<file path="config.mk">
export PLATFORM = sky130hd
export DESIGN_NAME = mem_arbiter
export DESIGN_NICKNAME = d
export VERILOG_FILES = /design/src/rtl/mem_arb_pkg.sv /design/src/rtl/mem_arb_pick.sv /design/src/rtl/mem_arbiter.sv
export SDC_FILE = /design/constraint.sdc
export NUM_CORES = 1
export LEC_CHECK = 0
export ABC_CLOCK_PERIOD_IN_PS = 2490
export CAP_MARGIN = 15
export CORE_ASPECT_RATIO = 0.8
export CORE_MARGIN = 3
export CORE_UTILIZATION = 41
export CTS_BUF_LIST = sky130_fd_sc_hd__clkbuf_8
export DETAILED_ROUTE_END_ITERATION = 10
export PLACE_DENSITY = 0.9
export SYNTH_ARGS = -nofsm -noshare
export SYNTH_HDL_FRONTEND = slang
export SYNTH_SLANG_ARGS = --single-unit
</file>
<file path="constraint.sdc">
create_clock -name clk -period 2.49 [get_ports clk]
set_input_delay 0.747 -clock clk [delete_from_list [all_inputs] [get_ports clk]]
set_output_delay 0.747 -clock clk [all_outputs]
set_load 0.03 [all_outputs]
</file>
<file path="src/rtl/mem_arb_pkg.sv">
// Shared types and constants for the two-port RAM arbiter.
// Command encoding, FSM state encoding and requester indices live here
// so the top and the picker agree on them.
package mem_arb_pkg;

   typedef enum logic [1:0] {
      MNONE  = 2'b00,
      MREAD  = 2'b01,
      MWRITE = 2'b10
   } mem_cmd_t;

   typedef enum logic [1:0] {
      IDLE  = 2'b00,
      ISSUE = 2'b01,
      RDATA = 2'b10
   } arb_state_t;

   localparam logic REQ_CPU = 1'b0;
   localparam logic REQ_DBG = 1'b1;

   // A request only competes when it carries a real read or write;
   // MNONE and the unused 11 encoding are ignored.
   function automatic logic cmd_eligible(input logic req, input logic [1:0] cmd);
      return req && ((cmd == MREAD) || (cmd == MWRITE));
   endfunction

endpackage

</file>
<file path="src/rtl/mem_arb_pick.sv">
// Combinational two-way picker for the RAM arbiter.
// Default build: fixed priority to requester 0, except that requester 1
// wins a tie once the starvation count has reached STARVE_MAX.
// With MEM_ARB_RR_EN defined: round-robin, the requester that was not
// granted last wins a tie.
module mem_arb_pick
   import mem_arb_pkg::*;
#(
   parameter int CNT_W      = 3,
   parameter int STARVE_MAX = 4
) (
   input  logic             elig0,
   input  logic             elig1,
   input  logic [CNT_W-1:0] starve_cnt,
   input  logic             rr_ptr,
   output logic             gnt_valid,
   output logic             gnt_idx
);

`ifdef MEM_ARB_RR_EN
   logic [CNT_W-1:0] unused_cnt;
   assign unused_cnt = starve_cnt;

   // Round-robin: on a tie, hand the grant to whoever did not get the last one.
   always_comb begin
      gnt_valid = elig0 | elig1;
      gnt_idx   = REQ_CPU;
      if (elig0 && elig1) begin
         gnt_idx = ~rr_ptr;
      end else if (elig1) begin
         gnt_idx = REQ_DBG;
      end
   end
`else
   logic unused_rr;
   assign unused_rr = rr_ptr;

   // Fixed priority: the CPU wins ties until the debug port has been passed over too often.
   always_comb begin
      gnt_valid = elig0 | elig1;
      gnt_idx   = REQ_CPU;
      if (elig0 && elig1) begin
         gnt_idx = (starve_cnt >= CNT_W'(STARVE_MAX)) ? REQ_DBG : REQ_CPU;
      end else if (elig1) begin
         gnt_idx = REQ_DBG;
      end
   end
`endif

endmodule

</file>
<file path="src/rtl/mem_arbiter.sv">
// Two-port arbiter sharing the single-port instruction/data RAM between
// the CPU port (requester 0) and the debug/loader port (requester 1).
// Every access goes IDLE/RDATA -> ISSUE (ack + RAM drive) -> RDATA (reads)
// or back to IDLE (writes). Arbitration only happens leaving IDLE or RDATA.
// Build option: define MEM_ARB_RR_EN for round-robin arbitration instead
// of fixed priority with a starvation limit.
module mem_arbiter
   import mem_arb_pkg::*;
#(
   parameter int ADDR_W     = 8,
   parameter int DATA_W     = 16,
   parameter int STARVE_MAX = 4
) (
   input  logic              clk,
   input  logic              reset_n,
   input  logic              r0_req,
   input  logic [1:0]        r0_cmd,
   input  logic [ADDR_W-1:0] r0_addr,
   input  logic [DATA_W-1:0] r0_wdata,
   output logic              r0_ack,
   output logic              r0_rvalid,
   output logic [DATA_W-1:0] r0_rdata,
   input  logic              r1_req,
   input  logic [1:0]        r1_cmd,
   input  logic [ADDR_W-1:0] r1_addr,
   input  logic [DATA_W-1:0] r1_wdata,
   output logic              r1_ack,
   output logic              r1_rvalid,
   output logic [DATA_W-1:0] r1_rdata,
   output logic [ADDR_W-1:0] mem_addr,
   output logic              mem_write,
   output logic [DATA_W-1:0] mem_din,
   input  logic [DATA_W-1:0] mem_dout,
   output logic              owner
);

   localparam int CNT_W = $clog2(STARVE_MAX + 1);

   arb_state_t        state;
   logic              lat_idx;
   logic              lat_write;
   logic [CNT_W-1:0]  starve_cnt;
   logic              rr_ptr;

   logic              elig0;
   logic              elig1;
   logic              gnt_valid;
   logic              gnt_idx;
   logic [ADDR_W-1:0] sel_addr;
   logic [DATA_W-1:0] sel_wdata;
   logic              sel_write;

   assign elig0 = cmd_eligible(r0_req, r0_cmd);
   assign elig1 = cmd_eligible(r1_req, r1_cmd);

   mem_arb_pick #(
      .CNT_W      (CNT_W),
      .STARVE_MAX (STARVE_MAX)
   ) u_pick (
      .elig0      (elig0),
      .elig1      (elig1),
      .starve_cnt (starve_cnt),
      .rr_ptr     (rr_ptr),
      .gnt_valid  (gnt_valid),
      .gnt_idx    (gnt_idx)
   );

   // Steer the winning requester's address, data and direction toward the RAM registers.
   always_comb begin
      sel_addr  = r0_addr;
      sel_wdata = r0_wdata;
      sel_write = (r0_cmd == MWRITE);
      if (gnt_idx == REQ_DBG) begin
         sel_addr  = r1_addr;
         sel_wdata = r1_wdata;
         sel_write = (r1_cmd == MWRITE);
      end
   end

   // Read data is only presented during the rvalid pulse, and comes straight from the RAM.
   assign r0_rdata = r0_rvalid ? mem_dout : '0;
   assign r1_rdata = r1_rvalid ? mem_dout : '0;

   // Access sequencer: latches the winner, drives the RAM for one cycle and pulses ack/rvalid.
   always_ff @(posedge clk or negedge reset_n) begin
      if (!reset_n) begin
         state      <= IDLE;
         lat_idx    <= REQ_CPU;
         lat_write  <= 1'b0;
         starve_cnt <= '0;
         rr_ptr     <= REQ_DBG;
         owner      <= REQ_CPU;
         r0_ack     <= 1'b0;
         r1_ack     <= 1'b0;
         r0_rvalid  <= 1'b0;
         r1_rvalid  <= 1'b0;
         mem_write  <= 1'b0;
         mem_addr   <= '0;
         mem_din    <= '0;
      end else begin
         r0_ack    <= 1'b0;
         r1_ack    <= 1'b0;
         r0_rvalid <= 1'b0;
         r1_rvalid <= 1'b0;
         mem_write <= 1'b0;
         case (state)
            IDLE, RDATA: begin
               if (gnt_valid) begin
                  state     <= ISSUE;
                  lat_idx   <= gnt_idx;
                  lat_write <= sel_write;
                  owner     <= gnt_idx;
                  rr_ptr    <= gnt_idx;
                  r0_ack    <= (gnt_idx == REQ_CPU);
                  r1_ack    <= (gnt_idx == REQ_DBG);
                  mem_write <= sel_write;
                  mem_addr  <= sel_addr;
                  if (sel_write) begin
                     mem_din <= sel_wdata;
                  end
               end else begin
                  state <= IDLE;
               end
`ifdef MEM_ARB_RR_EN
               starve_cnt <= '0;
`else
               if (gnt_valid && (gnt_idx == REQ_CPU) && elig1) begin
                  starve_cnt <= starve_cnt + 1'b1;
               end else begin
                  starve_cnt <= '0;
               end
`endif
            end
            ISSUE: begin
               if (lat_write) begin
                  state <= IDLE;
               end else begin
                  state     <= RDATA;
                  r0_rvalid <= (lat_idx == REQ_CPU);
                  r1_rvalid <= (lat_idx == REQ_DBG);
               end
            end
            default: begin
               state <= IDLE;
            end
         endcase
      end
   end

endmodule

</file>
Word level (Yosys, flattened, before mapping):

Index checks and enable logic that the tools add are counted.

* bits in registers: 36
* latch bits: 0
* memory bits (writable): 0
* memory bits (read-only): 0
* input bits: 72
* word-level logic and storage cells: 55
* memories kept: 0

* add/sub/neg operators: 1
* multiply operators: 0
* div/mod/pow operators: 0
* magnitude comparators: 1
* eq/ne operators: 6
* shift operators: 0
* mux-type cells: 22
* bitwise gates (word level): 3
* reductions and logical operators: 11

Operators with widths (number)
* $mux W16: 3
* $mux W1: 15
* $mux W8: 1
* $eq A2 B1 Y1 const B: 3
* $eq A2 B2 Y1 const B: 3
* $logic_and A1 B1 Y1: 5
* $pmux W2 S2: 1
* $add A3 B1 Y3 const B: 1
* $ge A3 B3 Y1 const B: 1
* $mux W3: 1
* $reduce_and A3 Y1: 1
* $logic_not A2 Y1: 1
* $logic_or A1 B1 Y1: 2
* $mux W2: 1
* $not A1 Y1: 2
* $reduce_and A2 Y1: 1
* $reduce_or A2 Y1: 1
* $or A1 B1 Y1: 1

Logic depth before layout (Yosys ltp):

* depth after elaboration: 9
* depth in mapped cells: 8
* mapped depth without buffers: 6

Hierarchy:

From an unflattened synthesis, not the netlist that was laid out.

* cell total of the unflattened synthesis: 171
* area total of the unflattened synthesis: 1959.4 um^2

By module, submodules not included
* mem_arbiter: times used 1, cells an instance 168, area an instance 1941.9 um^2, sequential area each 927.1 um^2
* mem_arb_pick: times used 1, cells an instance 3, area an instance 17.5 um^2, sequential area each 0.0 um^2

Worst setup path before layout:

Ideal clock, no wire load.

* path type: input to register
* start: input r0_cmd[0]
* end: register mem_din[10]
* library setup time: 0.135 ns
* arrival time: 2.179 ns
* required time: 2.355 ns
* setup slack: 0.176 ns
* stages: 8
* cell sequence: inv_1 ha_1 or3b_2 buf_2 nand2b_1 buf_2 buf_6 a311oi_2

* word-level cells in the longest chain between the ends: 7
* elaborated cells on any way between the ends: 10

Ends and longest elaborated chain
* start: declaration: RTL line mem_arbiter.sv:17 `input logic [1:0] r0_cmd,`
* $eq A2 B1 Y1 or $eq A2 B2 Y1 (tied branches): RTL line mem_arb_pkg.sv:24, mem_arbiter.sv:72
* $logic_or A1 B1 Y1: RTL line mem_arb_pkg.sv:24 `return req && ((cmd == MREAD) || (cmd == MWRITE));`
* $logic_and A1 B1 Y1: RTL line mem_arb_pkg.sv:24
* $logic_and A1 B1 Y1: RTL line mem_arb_pick.sv:42 `if (elig0 && elig1) begin`
* $mux W1: RTL line mem_arb_pick.sv:42
* $mux W1: RTL line mem_arbiter.sv:73 `if (gnt_idx == REQ_DBG) begin`
* $reduce_and A3 Y1 (no source line)
* end signal: assignment: RTL line mem_arbiter.sv:119 `mem_din <= sel_wdata;`
* end: declaration: RTL line mem_arbiter.sv:32 `output logic [DATA_W-1:0] mem_din,`

Several ways; a longest one is shown, not always the timed one.
A chain may end at the register's enable or synchronous reset.

Worst setup path in the final report:

* start: input r0_cmd[0]
* end: register mem_addr[3]

* word-level cells in the longest chain between the ends: 6
* elaborated cells on any way between the ends: 9

Ends and longest elaborated chain
* $eq A2 B1 Y1 or $eq A2 B2 Y1 (tied branches): RTL line mem_arb_pkg.sv:24
* $logic_or A1 B1 Y1 *: RTL line mem_arb_pkg.sv:24
* $logic_and A1 B1 Y1 *: RTL line mem_arb_pkg.sv:24
* $logic_and A1 B1 Y1: RTL line mem_arb_pick.sv:42
* $mux W1: RTL line mem_arb_pick.sv:42
* $mux W8: RTL line mem_arbiter.sv:73
* end signal: assignment: RTL line mem_arbiter.sv:117 `mem_addr <= sel_addr;`
* end: declaration: RTL line mem_arbiter.sv:30 `output logic [ADDR_W-1:0] mem_addr,`

Mark *: on every way between the ends. The rest lies on a longest branch, timed or not.

==> impl_metrics.toml <==
[outcome]
status = "complete, no violations"

[timing]
fmax_mhz = 411
fin_crit_ns = 2.44
slew_headroom_pct = 48.5
setup_viol = 0
fin_crit_sh_pct = 97.8
worst_slew_pin_slew_ns = 0.773
fin_worst_skew_ns = 0.00810
finalMaxSlewViolations = 0
rsz0062_at_grt = "true"
fin_tns_setup_ns = 0
hold_viol_final = 0

[final_layout]
area_growth_pct = 70.2
final_core_util_pct = 75.6
final_common_cell = "clkdlybuf4s50_1"
seqCellArea_um2 = 901
diodes = 0
nets = 426
drive_above_1_share_pct = 20.2
mostFrequentLayoutCells = "100 x clkdlybuf4s50_1, 43 x buf_4, 36 x dfrtp_1"
multi_input_area_um2 = 1060
nFillCells = 363

[clocking]
htree_levels = 2
clk_latency_ns = 0.29
cts.clk_slew.worst_paths_ns = 0.07
cts.sinks = 36
cts_made_buffers = 5
cts_root_buf = "clkbuf_8"
clock_path_buffers = 2
cts_tree = "yes"
cts_setup_buffers = 0

[synth]
synth_cells = 218
yosysTopAreaCell = "dfrtp_1"
avgSynthCellArea_um2 = 9.76
synth_top_area_share_pct = 42.3
synth_fp_nets = 293
yosys-top-cells-area = "dfrtp_1 42%, and2_1 9.7%, nor3_1 7.8%"
syn_area_um2 = 2130
ys_ff_latch = 36
synthDistinctLibCells = 28
yosysWarnings = 0
seq_area_frac_synth_pct = 42.3

[critical_path]
cp.arrival_ns = 2.60
critPathLaunchType = "primary input"
r2r_slack_ns = 0.72
criticalPathCategory = "primary input to register"
rr_endpoint = "mem_din[13]"
rr_startpoint = "state[0]"
end_kind = "register"
reg2regPathDepth = 4
cp_max_fo = 9
cp.required_ns = 2.66

[placement]
hpwlAfterDp_mm = 5.23
gp_congestion = 0.842
portBuffers = 133

[detailed_routing]
vias_per_cell = 5.39
drt_wl_total_mm = 6.77
drt_iter0_markers = 123
wl_met3_um = 656
highest_layer = "met4"
vias = 2221
wl_met1_mm = 2.75
wl_met2_mm = 3.30
ant_nets = 0
routedWlPerCell_um = 16.4
dr.pass1.iters = 4
drcViolationCount = 0

[worst_hold_path]
min_from = "state[1]"
hold_path_end = "state[1]"
hold_path.class = "register to register"
hold_depth = 1

[grt]
antenna_found_initial = 0
grt_pass1_wl_mm = 10.8
grt_max_degree = 37
grt.overflow.total = 0
track_usage_pct = 22.0
grt_pass1_vias = 2167

[floorplan]
num_rows = 22
coreArea_um2 = 4790
start_util_pct = 44.4
die_width_um = 86.6
pin_count = 134
dieArea_um2 = 6100
die_h_um = 70.4

[run]
maxCapViolCount = 0

[power]
ir_worst_vdd_mv = 0.539
p_leak_nw = 1.65
power_density_nw_per_um2 = 693
[where the power goes]
part / switching (W) / internal, W
Sequential: 0.000104 / 0.000732
Combinational: 0.000611 / 0.000559
Clock: 0.000209 / 0.000293
Total: 0.000925 / 0.00158
[worst max-delay path by stage]
stage              start     endpoint  slack [ns]  cells after the start
5_1_grt        r0_cmd[0]  mem_addr[6]       -0.01                      7
6_report       r0_cmd[0]  mem_addr[3]        0.05                      7
2_1_floorplan  r0_cmd[0]  mem_din[10]        0.18                      8
3_3_place_gp   r0_cmd[0]  mem_addr[0]       -0.19                      7
4_1_cts        r0_cmd[0]  mem_addr[4]        0.06                      7
3_5_place_dp   r0_cmd[0]  mem_addr[2]       -0.25                      7
[synth_stat cells]
library cell	count
or2_1	1
or3b_2	1
mux2_2	1
and3b_1	10
a22o_1	2
nor2b_1	1
nor3b_1	1
nor3_1	33
a311oi_2	9
a311oi_1	7
nand4bb_1	2
nor3b_2	1
a21o_1	2
dfrtp_1	36
o21ai_0	9
a2bb2oi_1	9
inv_2	1
inv_1	18
buf_6	4
nor2_1	2
nor4_1	1
and2_1	33
clkbuf_1	15
buf_2	3
ha_1	3
a221oi_1	9
nand2b_1	3
nand2_1	1
[what timing repair did]
action,4_1_cts,5_1_grt
endpoints found under the setup margin,0,4
hold buffers,0,0
gates resized for setup,0,3
[flip-flops by register name, indices dropped and copies added, names as in the netlist]
name,count
mem_din,16
mem_addr,8
starve_cnt,3
state,2
lat_idx,1
lat_write,1
mem_write,1
r0_ack,1
r0_rvalid,1
r1_ack,1
r1_rvalid,1
[layout make-up]
cell class                      count  area share, %
Inverter                           19           1.97
Sequential cell                    36           24.9
Clock inverter                      3           1.07
Clock buffer                        5           1.90
Timing Repair Buffer              148           38.9
Multi-Input combinational cell    141           29.2
Tap cell                           60           2.07
[logic make-up after synthesis]
family                   share of synthesized area, %
flip-flops                                       42.3
AND/OR/NAND/NOR                                  26.3
adder cells (fa/ha/maj)                          1.76
AO/OA/AOI/OAI                                    20.3
buffers and inverters                            8.82
multiplexers                                    0.529
[metrics by stage]
step / hold WS [ns] / total power (W) / worst slack [ns] / std cells / area, um^2
after detailed placement: 0.416 / 0.00201 / -0.248 / 404 / 3500
after global placement: 0.413 / 0.00199 / -0.195 / 404 / 3500
after global routing: 0.446 / 0.00263 / -0.0129 / 412 / 3620
after floorplan: 0.398 / 0.00146 / 0.176 / 218 / 2130
final: 0.430 / 0.00251 / 0.0544 / 412 / 3620
after CTS: 0.430 / 0.00252 / 0.0559 / 412 / 3600
[worst max-delay path, cell delays in order]
cell	delay (ns)
clkdlybuf4s50_1	0.45
inv_1	0.04
ha_1	0.33
or3b_2	0.49
buf_4	0.19
a221oi_1	0.26
a2bb2oi_1	0.10
[layer usage]
metal	global-route usage, %	vias up
li1	-	1055
met5	0	-
met2	36.7	110
met4	4.50	0
met3	6.84	6
met1	28.1	1050
Note: power is estimated with default switching activity, not from simulation.
